File: config.mk
export PLATFORM = sky130hd
export DESIGN_NAME = buyruk_getir
export DESIGN_NICKNAME = d
export VERILOG_FILES = /design/src/rtl/buyruk_getir.sv
export SDC_FILE = /design/constraint.sdc
export NUM_CORES = 1
export LEC_CHECK = 0
export ABC_AREA = 1
export BUFFER_PORTS_ARGS = -buffer_cell sky130_fd_sc_hd__buf_2
export CAP_MARGIN = 15
export CORE_ASPECT_RATIO = 0.7
export CORE_MARGIN = 1
export CORE_UTILIZATION = 50
export DETAILED_ROUTE_END_ITERATION = 12
export PLACE_DENSITY = 0.73
export SYNTH_ARGS = -nofsm -noshare
export SYNTH_HDL_FRONTEND = slang
export SYNTH_SLANG_ARGS = --single-unit
File: constraint.sdc
create_clock -name saat -period 11.8 [get_ports saat]
set_input_delay 1.18 -clock saat [delete_from_list [all_inputs] [get_ports saat]]
set_output_delay 1.18 -clock saat [all_outputs]
set_load 0.05 [all_outputs]
File: src/rtl/buyruk_getir.sv
`default_nettype none
// +--------------------------------------------------------------------------+
// | Module      : buyruk_getir                                               |
// | Description : Instruction fetch stage. Issues one word request at a      |
// |               time over a valid/ready handshake, buffers the returned    |
// |               words with their PCs in an in-order queue and presents     |
// |               the head entry to the core. A redirect flushes the queue   |
// |               and discards any in-flight response.                       |
// | Ports       : saat/reset            - clock, async active-high reset     |
// |               bellek_istek/adres    - memory request (registered)        |
// |               bellek_hazir          - memory accepts the request         |
// |               bellek_veri_gecerli/  - in-order memory response           |
// |               bellek_veri                                                |
// |               yonlendir/_ps         - redirect strobe and target         |
// |               buyruk/buyruk_ps      - head word and its PC (0 if empty)  |
// |               buyruk_gecerli        - queue non-empty                    |
// |               buyruk_al             - core consumes the head entry       |
// | Revision    : 1.0 - initial release                                      |
// +--------------------------------------------------------------------------+
module buyruk_getir #(
    parameter int unsigned DERINLIK     = 4,
    parameter logic [31:0] BASLANGIC_PS = 32'h0000_0000
) (
    input  logic        saat,
    input  logic        reset,
    output logic        bellek_istek,
    output logic [31:0] bellek_adres,
    input  logic        bellek_hazir,
    input  logic        bellek_veri_gecerli,
    input  logic [31:0] bellek_veri,
    input  logic        yonlendir,
    input  logic [31:0] yonlendir_ps,
    output logic [31:0] buyruk,
    output logic [31:0] buyruk_ps,
    output logic        buyruk_gecerli,
    input  logic        buyruk_al
);

    localparam int unsigned     c_AW       = $clog2(DERINLIK);
    localparam logic [c_AW:0]   c_DERINLIK = (c_AW + 1)'(DERINLIK);
    localparam logic [c_AW:0]   c_SAY_BIR  = (c_AW + 1)'(1);
    localparam logic [c_AW-1:0] c_IS_BIR   = (c_AW)'(1);

    localparam logic [1:0] c_BOSTA = 2'd0;  // no request outstanding
    localparam logic [1:0] c_ISTEK = 2'd1;  // request asserted, waiting for ready
    localparam logic [1:0] c_BEKLE = 2'd2;  // accepted, waiting for the response

    logic [1:0]      r_durum;
    logic [31:0]     r_sonraki_ps;
    logic            r_at;          // drop the next response (set by a redirect)
    logic [c_AW:0]   r_sayac;       // queue occupancy
    logic [c_AW-1:0] r_bas;         // read pointer
    logic [c_AW-1:0] r_kuyruk;      // write pointer
    logic [31:0]     r_kuyruk_veri [DERINLIK];
    logic [31:0]     r_kuyruk_ps   [DERINLIK];

    logic            w_bos;
    logic            w_pop;
    logic            w_push;
    logic            w_bekleyen;
    logic            w_kredi;
    logic [31:0]     w_hedef;

    assign w_bos      = (r_sayac == '0);
    assign w_pop      = !w_bos && buyruk_al;
    // A response is only kept when no redirect is pending or arriving; the
    // redirect flush would otherwise lose the flush or keep a stale word.
    assign w_push     = (r_durum == c_BEKLE) && bellek_veri_gecerli && !r_at && !yonlendir;
    assign w_bekleyen = (r_durum != c_BOSTA);
    // Occupancy plus the (at most one) outstanding request must leave room,
    // so a returning word can always be pushed without a full check.
    assign w_kredi    = ((r_sayac + (c_AW + 1)'(w_bekleyen)) < c_DERINLIK);
    assign w_hedef    = yonlendir_ps & 32'hFFFF_FFFC;

    assign buyruk_gecerli = !w_bos;
    assign buyruk         = w_bos ? 32'h0 : r_kuyruk_veri[r_bas];
    assign buyruk_ps      = w_bos ? 32'h0 : r_kuyruk_ps[r_bas];

    // Request state machine
    always_ff @(posedge saat or posedge reset) begin
        if (reset) begin
            r_durum      <= c_BOSTA;
            r_sonraki_ps <= BASLANGIC_PS;
            r_at         <= 1'b0;
            bellek_istek <= 1'b0;
            bellek_adres <= BASLANGIC_PS;
        end else begin
            if (yonlendir) begin
                r_sonraki_ps <= w_hedef;
            end
            case (r_durum)
                c_BOSTA: begin
                    if (w_kredi && !yonlendir) begin
                        r_durum      <= c_ISTEK;
                        bellek_istek <= 1'b1;
                        bellek_adres <= r_sonraki_ps;
                    end
                end
                c_ISTEK: begin
                    // The request is never withdrawn; a redirect only marks
                    // its eventual response for dropping.
                    if (yonlendir) begin
                        r_at <= 1'b1;
                    end
                    if (bellek_hazir) begin
                        r_durum      <= c_BEKLE;
                        bellek_istek <= 1'b0;
                        // Once redirected, next-fetch PC already holds the
                        // target and must not be advanced past it.
                        if (!yonlendir && !r_at) begin
                            r_sonraki_ps <= r_sonraki_ps + 32'd4;
                        end
                    end
                end
                c_BEKLE: begin
                    if (bellek_veri_gecerli) begin
                        r_at    <= 1'b0;
                        r_durum <= c_BOSTA;
                    end else if (yonlendir) begin
                        r_at <= 1'b1;
                    end
                end
                default: begin
                    r_durum      <= c_BOSTA;
                    bellek_istek <= 1'b0;
                end
            endcase
        end
    end

    // Queue pointers and occupancy
    always_ff @(posedge saat or posedge reset) begin
        if (reset) begin
            r_sayac  <= '0;
            r_bas    <= '0;
            r_kuyruk <= '0;
        end else if (yonlendir) begin
            r_sayac  <= '0;
            r_bas    <= '0;
            r_kuyruk <= '0;
        end else begin
            if (w_push) begin
                r_kuyruk <= r_kuyruk + c_IS_BIR;
            end
            if (w_pop) begin
                r_bas <= r_bas + c_IS_BIR;
            end
            case ({w_push, w_pop})
                2'b10:   r_sayac <= r_sayac + c_SAY_BIR;
                2'b01:   r_sayac <= r_sayac - c_SAY_BIR;
                default: r_sayac <= r_sayac;
            endcase
        end
    end

    // Queue storage; contents are qualified by occupancy, so no reset needed.
    // bellek_adres still holds the PC of the outstanding request here.
    always_ff @(posedge saat) begin
        if (w_push) begin
            r_kuyruk_veri[r_kuyruk] <= bellek_veri;
            r_kuyruk_ps[r_kuyruk]   <= bellek_adres;
        end
    end

endmodule
`default_nettype wire

==> flow_metrics.tcl, run 1 <==
set metrics [dict create \
    status "finished clean" \
    tightest_slew_ps 1089 \
    yosysTopAreaCellShare 0.5528 \
    dp_cells 1762 \
    crit_fanout 68 \
    yosys_warnings 0 \
    ys_ff_latch 331 \
    antenna_found_initial 2 \
    synth_nets 1364 \
    final_cells 1818 \
    yosys-top-cells-area "edfxtp_1, dfrtp_1, nor2_1" \
    dp_hpwl_mm 19.03 \
    post_cts_resize_count 0 \
    yosysMostFrequentCell "nor2_1" \
    slew-limit-headroom 0.2720 \
    layout.nets 1514 \
    ant_nets 0 \
    grt_pass1_vias 9117 \
    end_kind "primary output" \
    vias 9756 \
    clock_path_buffers 3 \
    num_rows 50 \
    cts_post_setup_buffers_inserted 0 \
    num-fill-cells 2206 \
    hold_class "flop to flop" \
    design.portCount 168 \
    synth_commonest_cells "nor2_1, edfxtp_1, o21ai_0, nand2_1, a21oi_1" \
    fmax_mhz 225.9 \
    peakVddDrop_v 0.0001100 \
    routed_wl_mm 32.14 \
    rsz0062_at_grt "false" \
    fin_crit_ps 4426 \
    crit_path_start_kind "flop" \
    gr-total-overflow 0 \
    synth_flop_cell "edfxtp_1" \
    setup_viol 0 \
    grt_use_total 0.2238 \
    postCtsHoldBufs 0 \
    clock_latency_ps 520 \
    root_buffer "clkbuf_16" \
    cts.sinks 331 \
    holdWs_ps 471.8 \
    viasPerCell 5.366 \
    syn_area_sq_um 13910 \
    synth_top_area_cell "edfxtp_1" \
    synth.distinct_cells 38 \
    grt_pass1_wl_mm 49.37 \
    core-area_sq_um 27030 \
    synth_edf_count 256 \
    worstPathRequired_ps 10620 \
    cap_violations 0 \
    clkTransAtPathRegs_ps 60 \
    synthArstFlopShare 0.2266 \
    cts_buffers 34 \
    setup-tns-final_ps 0 \
    yosysSeqAreaShare 0.6877 \
    clock_skew_ps 16.64 \
    power_density_nw_per_um2 243.5 \
    arrival_ps 3250 \
    io_buffers 165 \
    first_pass_iters 5 \
    timing.final.crit_share 0.3751 \
    gp_congestion 0.9222 \
    num_antenna_cells 0 \
    drive_above_1_share 0.1761 \
    cp_cell_sequence "clkinv_2, buf_4, o21ai_0, a21oi_1, buf_2" \
    report.final.slew_viol_count 0 \
    syn_inst 1284 \
    drt_iter0_drc 784 \
    p_leak_nw 6.359 \
    critical_path_class "flop to primary output" \
    finalInstanceArea_sq_um 16080 \
    start_util 0.5146 \
    place_area_sq_um 15040 \
    die_area_sq_um 28500 \
    die_y_um 141.5 \
    die_x_um 201.3 \
    wl_per_cell_um 17.68 \
    area_growth_pct 15.64 \
    htree_levels 2 \
    grt_start_max_net_pins 92 \
    cpMaxStageDelayCell "clkinv_2" \
    cts_tree "done" \
    cpPeakStageDelay_ps 750 \
    hold_viol_final 0 \
    syn_area_per_cell_sq_um 10.83 \
    drc_errors 0 \
]
## power by group
group | switching, mW | total (mW) | internal (mW)
Clock | 0.418 | 1.02 | 0.600
Sequential | 0.135 | 1.53 | 1.40
Combinational | 1.08 | 1.37 | 0.283
Total | 1.64 | 3.92 | 2.28
## worst max-delay path, delay by kind of cell (launching register included)
family | cells | cell delay, ps
flip-flops | 1 | 720
buffers and inverters | 3 | 1600
AO/OA/AOI/OAI | 2 | 400
## placed cells by master, fill, tap and decap left out, types with 2 or more instances in the layout
cell	count
clkinvlp_4	2
ha_1	9
a22oi_1	3
clkinv_2	4
o211ai_1	5
dfrtp_1	73
o21ai_1	6
inv_2	6
clkbuf_1	10
or2_2	2
a21oi_1	79
nand4_1	5
bufinv_16	2
nor3_1	2
nand2_1	160
inv_1	65
o21ai_0	182
buf_2	165
nor2_4	7
a211oi_1	2
clkinv_1	2
xor2_1	12
clkbuf_16	36
nor2_2	5
nand2_2	2
nor2_1	288
nand3_1	31
edfxtp_1	256
buf_4	12
nand3_2	4
mux2_2	3
## area by class of cell
type                            count  area [sq um]  share of cell area
Tap cell                          364         455.4             0.02832
Clock inverter                     10         106.4            0.006613
Clock buffer                       46         938.4             0.05835
Timing Repair Buffer              177         915.9             0.05695
Multi-Input combinational cell    818          3825              0.2378
Inverter                           72         271.5             0.01688
Sequential cell                   331          9569              0.5950
## cells by family after synthesis
kind of cell	count (synthesis)	synth area share
flops	331	0.6877
simple gates	508	0.1474
xor+xnor	13	0.008187
mux	3	0.002429
fa+ha+maj	10	0.009537
compound gates	284	0.1054
buf+inv	135	0.03941
## through the flow
stage,worst slack (ps),utilization,power [mW]
2_1_floorplan,7050,-,2.540
3_3_place_gp,7775,0.5564,2.899
3_5_place_dp,7785,0.5564,2.922
4_1_cts,7364,0.5950,3.937
5_1_grt,7150,0.5950,4.077
6_report,7374,0.5950,3.915
## final timing paths
kind	from	to	slack, ps	cells after the start
max	r_bas[0]	buyruk[4]	7370	5
min	r_sonraki_ps[0]	r_sonraki_ps[0]	470	2
max reg2reg	r_durum[0]	r_kuyruk_ps[3][20]	8750	7
min reg2reg	r_sonraki_ps[0]	r_sonraki_ps[0]	470	2
max in group asynchronous	reset	r_bas[0]	10100	3
min in group asynchronous	reset	bellek_adres[25]	950	3
## sequential cells by signal (all words and copies together), names as in the netlist
| name | count |
|---|---|
| bellek_istek | 1 |
| r_kuyruk | 2 |
| r_sayac | 3 |
| r_kuyruk_veri | 128 |
| r_sonraki_ps | 32 |
| r_durum | 2 |
| r_kuyruk_ps | 128 |
| bellek_adres | 32 |
| r_at | 1 |
| r_bas | 2 |
## routing by layer
| metal | global-route usage | wire, um | part of all wire | up-vias |
|---|---|---|---|---|
| met3 | 0.04226 | 2052 | 0.064 | 45 |
| met4 | 0.06419 | 512 | 0.016 | 4 |
| met5 | 0 | 28 | 0.00087 | - |
| met2 | 0.3465 | 14690 | 0.46 | 309 |
| li1 | - | - | - | 4672 |
| met1 | 0.3250 | 14850 | 0.46 | 4726 |
No activity file was read; power rests on OpenSTA's default activity.
==> run 2, diff against run 1 <==
Settings changed: PLACE_DENSITY 0.73 to 0.76.
Clock period 11.8 ns to 3.8 ns, I/O delays scaled along.
==> run 2 against run 1 <==
Clock power grew to 2.7 times the previous value. Combinational power grew to 3.1 times the previous value. Wire length shrank 1.0%. Via count shrank 0.55%. Critical path depth is the same. Non-clock buffer count grew 10. Critical endpoint is now buyruk_ps[8]. Largest power group unchanged. Highest routed layer is now met4.
==> flow_metrics.tcl, run 2 (synthesis results as in run 1) <==
set metrics [dict create \
    status "finished clean" \
    hold_class "input port to flop" \
    cpMaxStageDelayCell "clkinv_2" \
    slew-limit-headroom 0.4382 \
    clkTransAtPathRegs_ps 60 \
    cts_tree "done" \
    design.portCount 168 \
    peakVddDrop_v 0.0003919 \
    final_cells 1830 \
    routed_wl_mm 31.82 \
    wl_per_cell_um 17.39 \
    rsz0062_at_grt "false" \
    min_from "bellek_veri[24]" \
    grt_pass1_wl_mm 49.36 \
    post_cts_resize_count 0 \
    cp_cell_sequence "clkinv_2, buf_4, o21ai_0, a21oi_1, buf_2" \
    drt_iter0_drc 749 \
    area_growth_pct 15.32 \
    num_rows 50 \
    cts.sinks 331 \
    p_leak_nw 6.342 \
    clock_path_buffers 3 \
    crit_path_start "r_bas[0]" \
    drc_errors 0 \
    clock_latency_ps 570 \
    die_x_um 201.3 \
    crit_family "buffers and inverters" \
    start_util 0.5146 \
    layout.nets 1520 \
    rr_startpoint "r_durum[0]" \
    die_y_um 141.5 \
    first_pass_iters 6 \
    critical_path_class "flop to primary output" \
    vias 9702 \
    clock_skew_ps 18.51 \
    die_area_sq_um 28500 \
    io_buffers 165 \
    gr-total-overflow 0 \
    grt_use_total 0.2228 \
    crit_fanout 57 \
    dp_hpwl_mm 19.66 \
    finalInstanceArea_sq_um 16040 \
    root_buffer "clkbuf_16" \
    crit_buf_inv 3 \
    min_path_cells 1 \
    htree_levels 1 \
    end_kind "primary output" \
    gp_congestion 0.9083 \
    antenna_found_initial 0 \
    drive_above_1_share 0.1769 \
    r2r_end "r_sayac[2]" \
    seq_area_sq_um 9569 \
    report.final.slew_viol_count 0 \
    crit_path_start_kind "flop" \
    dp_cells 1771 \
    cap_violations 0 \
    worstPathRequired_ps 3420 \
    rrSetupSlack_ps 1340 \
    postCtsHoldBufs 1 \
    grt_start_max_net_pins 65 \
    arrival_ps 2830 \
    reg.largest.list "r_kuyruk_ps: 128 flops, r_kuyruk_veri: 128 flops" \
    rr_worst_depth 12 \
    hold_viol_final 0 \
    hold_end "r_kuyruk_veri[1][24]" \
    final_cell_mix "nor2_1, edfxtp_1, o21ai_0" \
    timing.final.crit_share 0.8456 \
    grt_pass1_vias 9086 \
    num-fill-cells 2205 \
    multi_input_area_sq_um 3825 \
    cts_post_setup_buffers_inserted 0 \
    viasPerCell 5.302 \
    setup_viol 0 \
    cpPeakStageDelay_ps 620 \
    core-area_sq_um 27030 \
    place_area_sq_um 15140 \
    mostFrequentLayoutCell "nor2_1" \
    p_total_mw 11.76 \
    fmax_mhz 311.2 \
    tightest_slew_ps 842.8 \
    power_density_nw_per_um2 733.0 \
    cts_buffers 30 \
    ant_nets 0 \
    fin_crit_ps 3213 \
]
run 2: cell types whose count changed in the layout (fill, tap and decap cells not counted), sizes merged:
cell,delta
clkinv,+11
buf,+9
diode,+2
inv,-1
clkinvlp,-1
dlygate4sd3,+1
clkbuf,-7
bufinv,-2
run 2: final cells by class:
class | count | share of cell area
timing repair buffer | 187 | 0.06428
inverter | 72 | 0.01693
clock inverter | 17 | 0.005383
clock buffer | 39 | 0.04954
multi-input combinational | 818 | 0.2385
tap | 364 | 0.02840
antenna | 2 | 0.0003121
sequential | 331 | 0.5967
run 2: power by group:
group / total [mW] / switching, mW / internal, mW
logic: 4.30 / 3.38 / 0.912
clock network: 2.72 / 1.25 / 1.47
registers: 4.74 / 0.406 / 4.33
run 2: metal layers:
layer / vias up / GRT usage / part of all wire
met5: - / 0 / 0
met4: 0 / 0.06260 / 0.019
met3: 42 / 0.03744 / 0.069
met2: 337 / 0.3425 / 0.45
met1: 4622 / 0.3292 / 0.46
li1: 4701 / - / -
run 2: worst max-delay path by stage:
stage / end / slack [ps] / depth (start not counted)
after global routing: buyruk[5] / 350 / 5
after floorplan: r_kuyruk_ps[0][0] / -250 / 6
after global placement: buyruk_ps[7] / 1210 / 5
after detailed placement: buyruk_ps[11] / 1150 / 5
after CTS: buyruk_ps[11] / 530 / 5
final: buyruk_ps[8] / 590 / 5
run 2: metrics by stage:
step	hold WS (ps)	util	setup TNS, ps	worst slack (ps)
floorplan	442.6	-	-64920	-253.6
global placement	459.8	0.5603	0	1207
detailed placement	471.7	0.5603	0	1148
CTS	2.126	0.5932	0	526.6
global route	8.098	0.5932	0	354.9
finish	24.25	0.5934	0	586.9
==> run 3, diff against run 2 <==
Settings changed: PLACE_DENSITY 0.76 to 0.73.
Clock period 3.8 ns to 3.3 ns, I/O delays scaled along.
==> run 3 against run 2 <==
The run now ends with negative hold slack left. Sequential share of layout area down 1.6 points. Utilization is 1.7 points higher. Clock power increased by 26%. Register-to-register slack got worse by 430 ps. Design area increased by 2.8%. Global-route usage up 0.44 points. Worst setup slack lost 280 ps. First-iteration DRC count rose by 15%. Largest cell class unchanged. Highest routed layer unchanged.
==> flow_metrics.tcl, run 3 (synthesis results as in run 1) <==
set metrics [dict create \
    antenna_found_initial 0 \
    report.final.slew_viol_count 0 \
    p_leak_nw 6.553 \
    root_buffer "clkbuf_16" \
    drive_above_1_share 0.1788 \
    cp_cell_sequence "clkinv_2, buf_4, o21ai_0, a21oi_1, buf_2" \
    die_area_sq_um 28500 \
    grt_pass1_wl_mm 50.60 \
    core-area_sq_um 27030 \
    fin_ws_ps 302.9 \
    hold_viol_final 38 \
    worstPathRequired_ps 2970 \
    rsz0062_at_grt "false" \
    arrival_ps 2670 \
    grt_start_max_net_pins 73 \
    clock_latency_ps 560 \
    reg.largest.list "r_kuyruk_ps: 128 flops, r_kuyruk_veri: 128 flops" \
    rrSetupSlack_ps 910 \
    area_growth_pct 18.55 \
    setup_viol 0 \
    grt_use_total 0.2272 \
    crit_path_start_kind "flop" \
    cts_buffers 30 \
    drc_errors 0 \
    cts_tree "done" \
    clock_skew_ps 16.47 \
    cts_post_setup_buffers_inserted 0 \
    hold_class "input port to asynchronous set/reset pin" \
    wl_per_cell_um 17.30 \
    postCtsHoldBufs 35 \
    top_usage_layer "met2" \
    timing.final.crit_share 0.9082 \
    ant_nets 0 \
    cpPeakStageDelay_ps 700 \
    power_density_nw_per_um2 842.0 \
    slew-limit-headroom 0.4016 \
    place_ws_ps 869.4 \
    num_rows 50 \
    mostFrequentLayoutCell "nor2_1" \
    cap_violations 0 \
    final_cells 1863 \
    post_cts_resize_count 0 \
    die_x_um 201.3 \
    rr_startpoint "r_durum[0]" \
    layout.nets 1555 \
    r2r_end "r_sayac[2]" \
    cpMaxStageDelayCell "dfrtp_4" \
    final_cell_mix "nor2_1, edfxtp_1, o21ai_0" \
    io_buffers 165 \
    crit_path_start "r_bas[0]" \
    violations "negative hold slack" \
    start_util 0.5146 \
    num_antenna_cells 0 \
    drt_iter0_drc 861 \
    dp_cells 1772 \
    fmax_mhz 333.7 \
    status "complete, but fails checks" \
    fin_crit_ps 2997 \
    grt_use_met3 0.03055 \
    vias 9775 \
    rr_worst_depth 12 \
    first_pass_iters 5 \
    crit_fanout 72 \
    worstSetupEndpoint "buyruk[7]" \
    met1_usage 0.3385 \
    groute.layer.met2.usage 0.3584 \
    peakVddDrop_v 0.0004468 \
    tightest_slew_ps 896.4 \
    cts.sinks 331 \
    viasPerCell 5.247 \
    routed_wl_mm 32.24 \
    htree_levels 1 \
    cp.depth 5 \
    dp_hpwl_mm 19.68 \
    crit_family "buffers and inverters" \
    die_y_um 141.5 \
    holdWs_ps -25.83 \
    clock_path_buffers 3 \
    grt_pass1_vias 9226 \
    crit_buf_inv 3 \
    end_kind "primary output" \
    gp_congestion 0.9034 \
    critical_path_class "flop to primary output" \
    design.portCount 168 \
    gr-total-overflow 0 \
    clkTransAtPathRegs_ps 70 \
]
run 3: worst register-to-register path, delay by kind of cell (launching register included):
kind	cells	cell delay (ps)
XOR/XNOR	2	350
buffers and inverters	3	280
flip-flops	1	410
adder cells (fa/ha/maj)	2	560
AO/OA/AOI/OAI	1	60
AND/OR/NAND/NOR	4	660
run 3: routing by layer:
layer  part of all wire  vias to the layer above
li1                   -                     4777
met1               0.47                     4644
met2               0.45                      316
met3              0.062                       38
met4              0.018                        0
met5                  0                        -
run 3: where the power goes:
part           switching, mW  internal [mW]  total (mW)
registers              0.491           4.99        5.48
clock network           1.46           1.96        3.43
logic                   3.88           1.10        4.98
run 3: layout make-up:
class,count,area (sq um)
timing repair buffer,222,1379
clock inverter,7,75.07
inverter,72,271.5
clock buffer,49,912.1
multi-input combinational,818,3825
tap,364,455.4
fill,2183,10540
sequential,331,9569
run 3: stage by stage:
stage	hold WS, ps	total power, mW	util	instance area (sq um)	TNS, ps
after detailed placement	468.9	10.52	0.5606	15150	0
after global placement	458.7	10.45	0.5606	15150	0
after global routing	6.126	14.51	0.6100	16490	0
final	-25.83	13.88	0.6100	16490	0
after floorplan	428.9	9.083	-	13910	-192920
after CTS	1.190	13.97	0.6100	16490	0
run 3: worst min path at each step:
stage	cells past startpoint	end	slack (ps)
after CTS	2	r_sonraki_ps[28]	1
after global routing	3	r_sonraki_ps[31]	6
after global placement	2	r_sonraki_ps[0]	460
after detailed placement	2	r_sonraki_ps[1]	470
after floorplan	0	r_kuyruk_veri[0][0]	430
final	2	bellek_adres[31]	-30
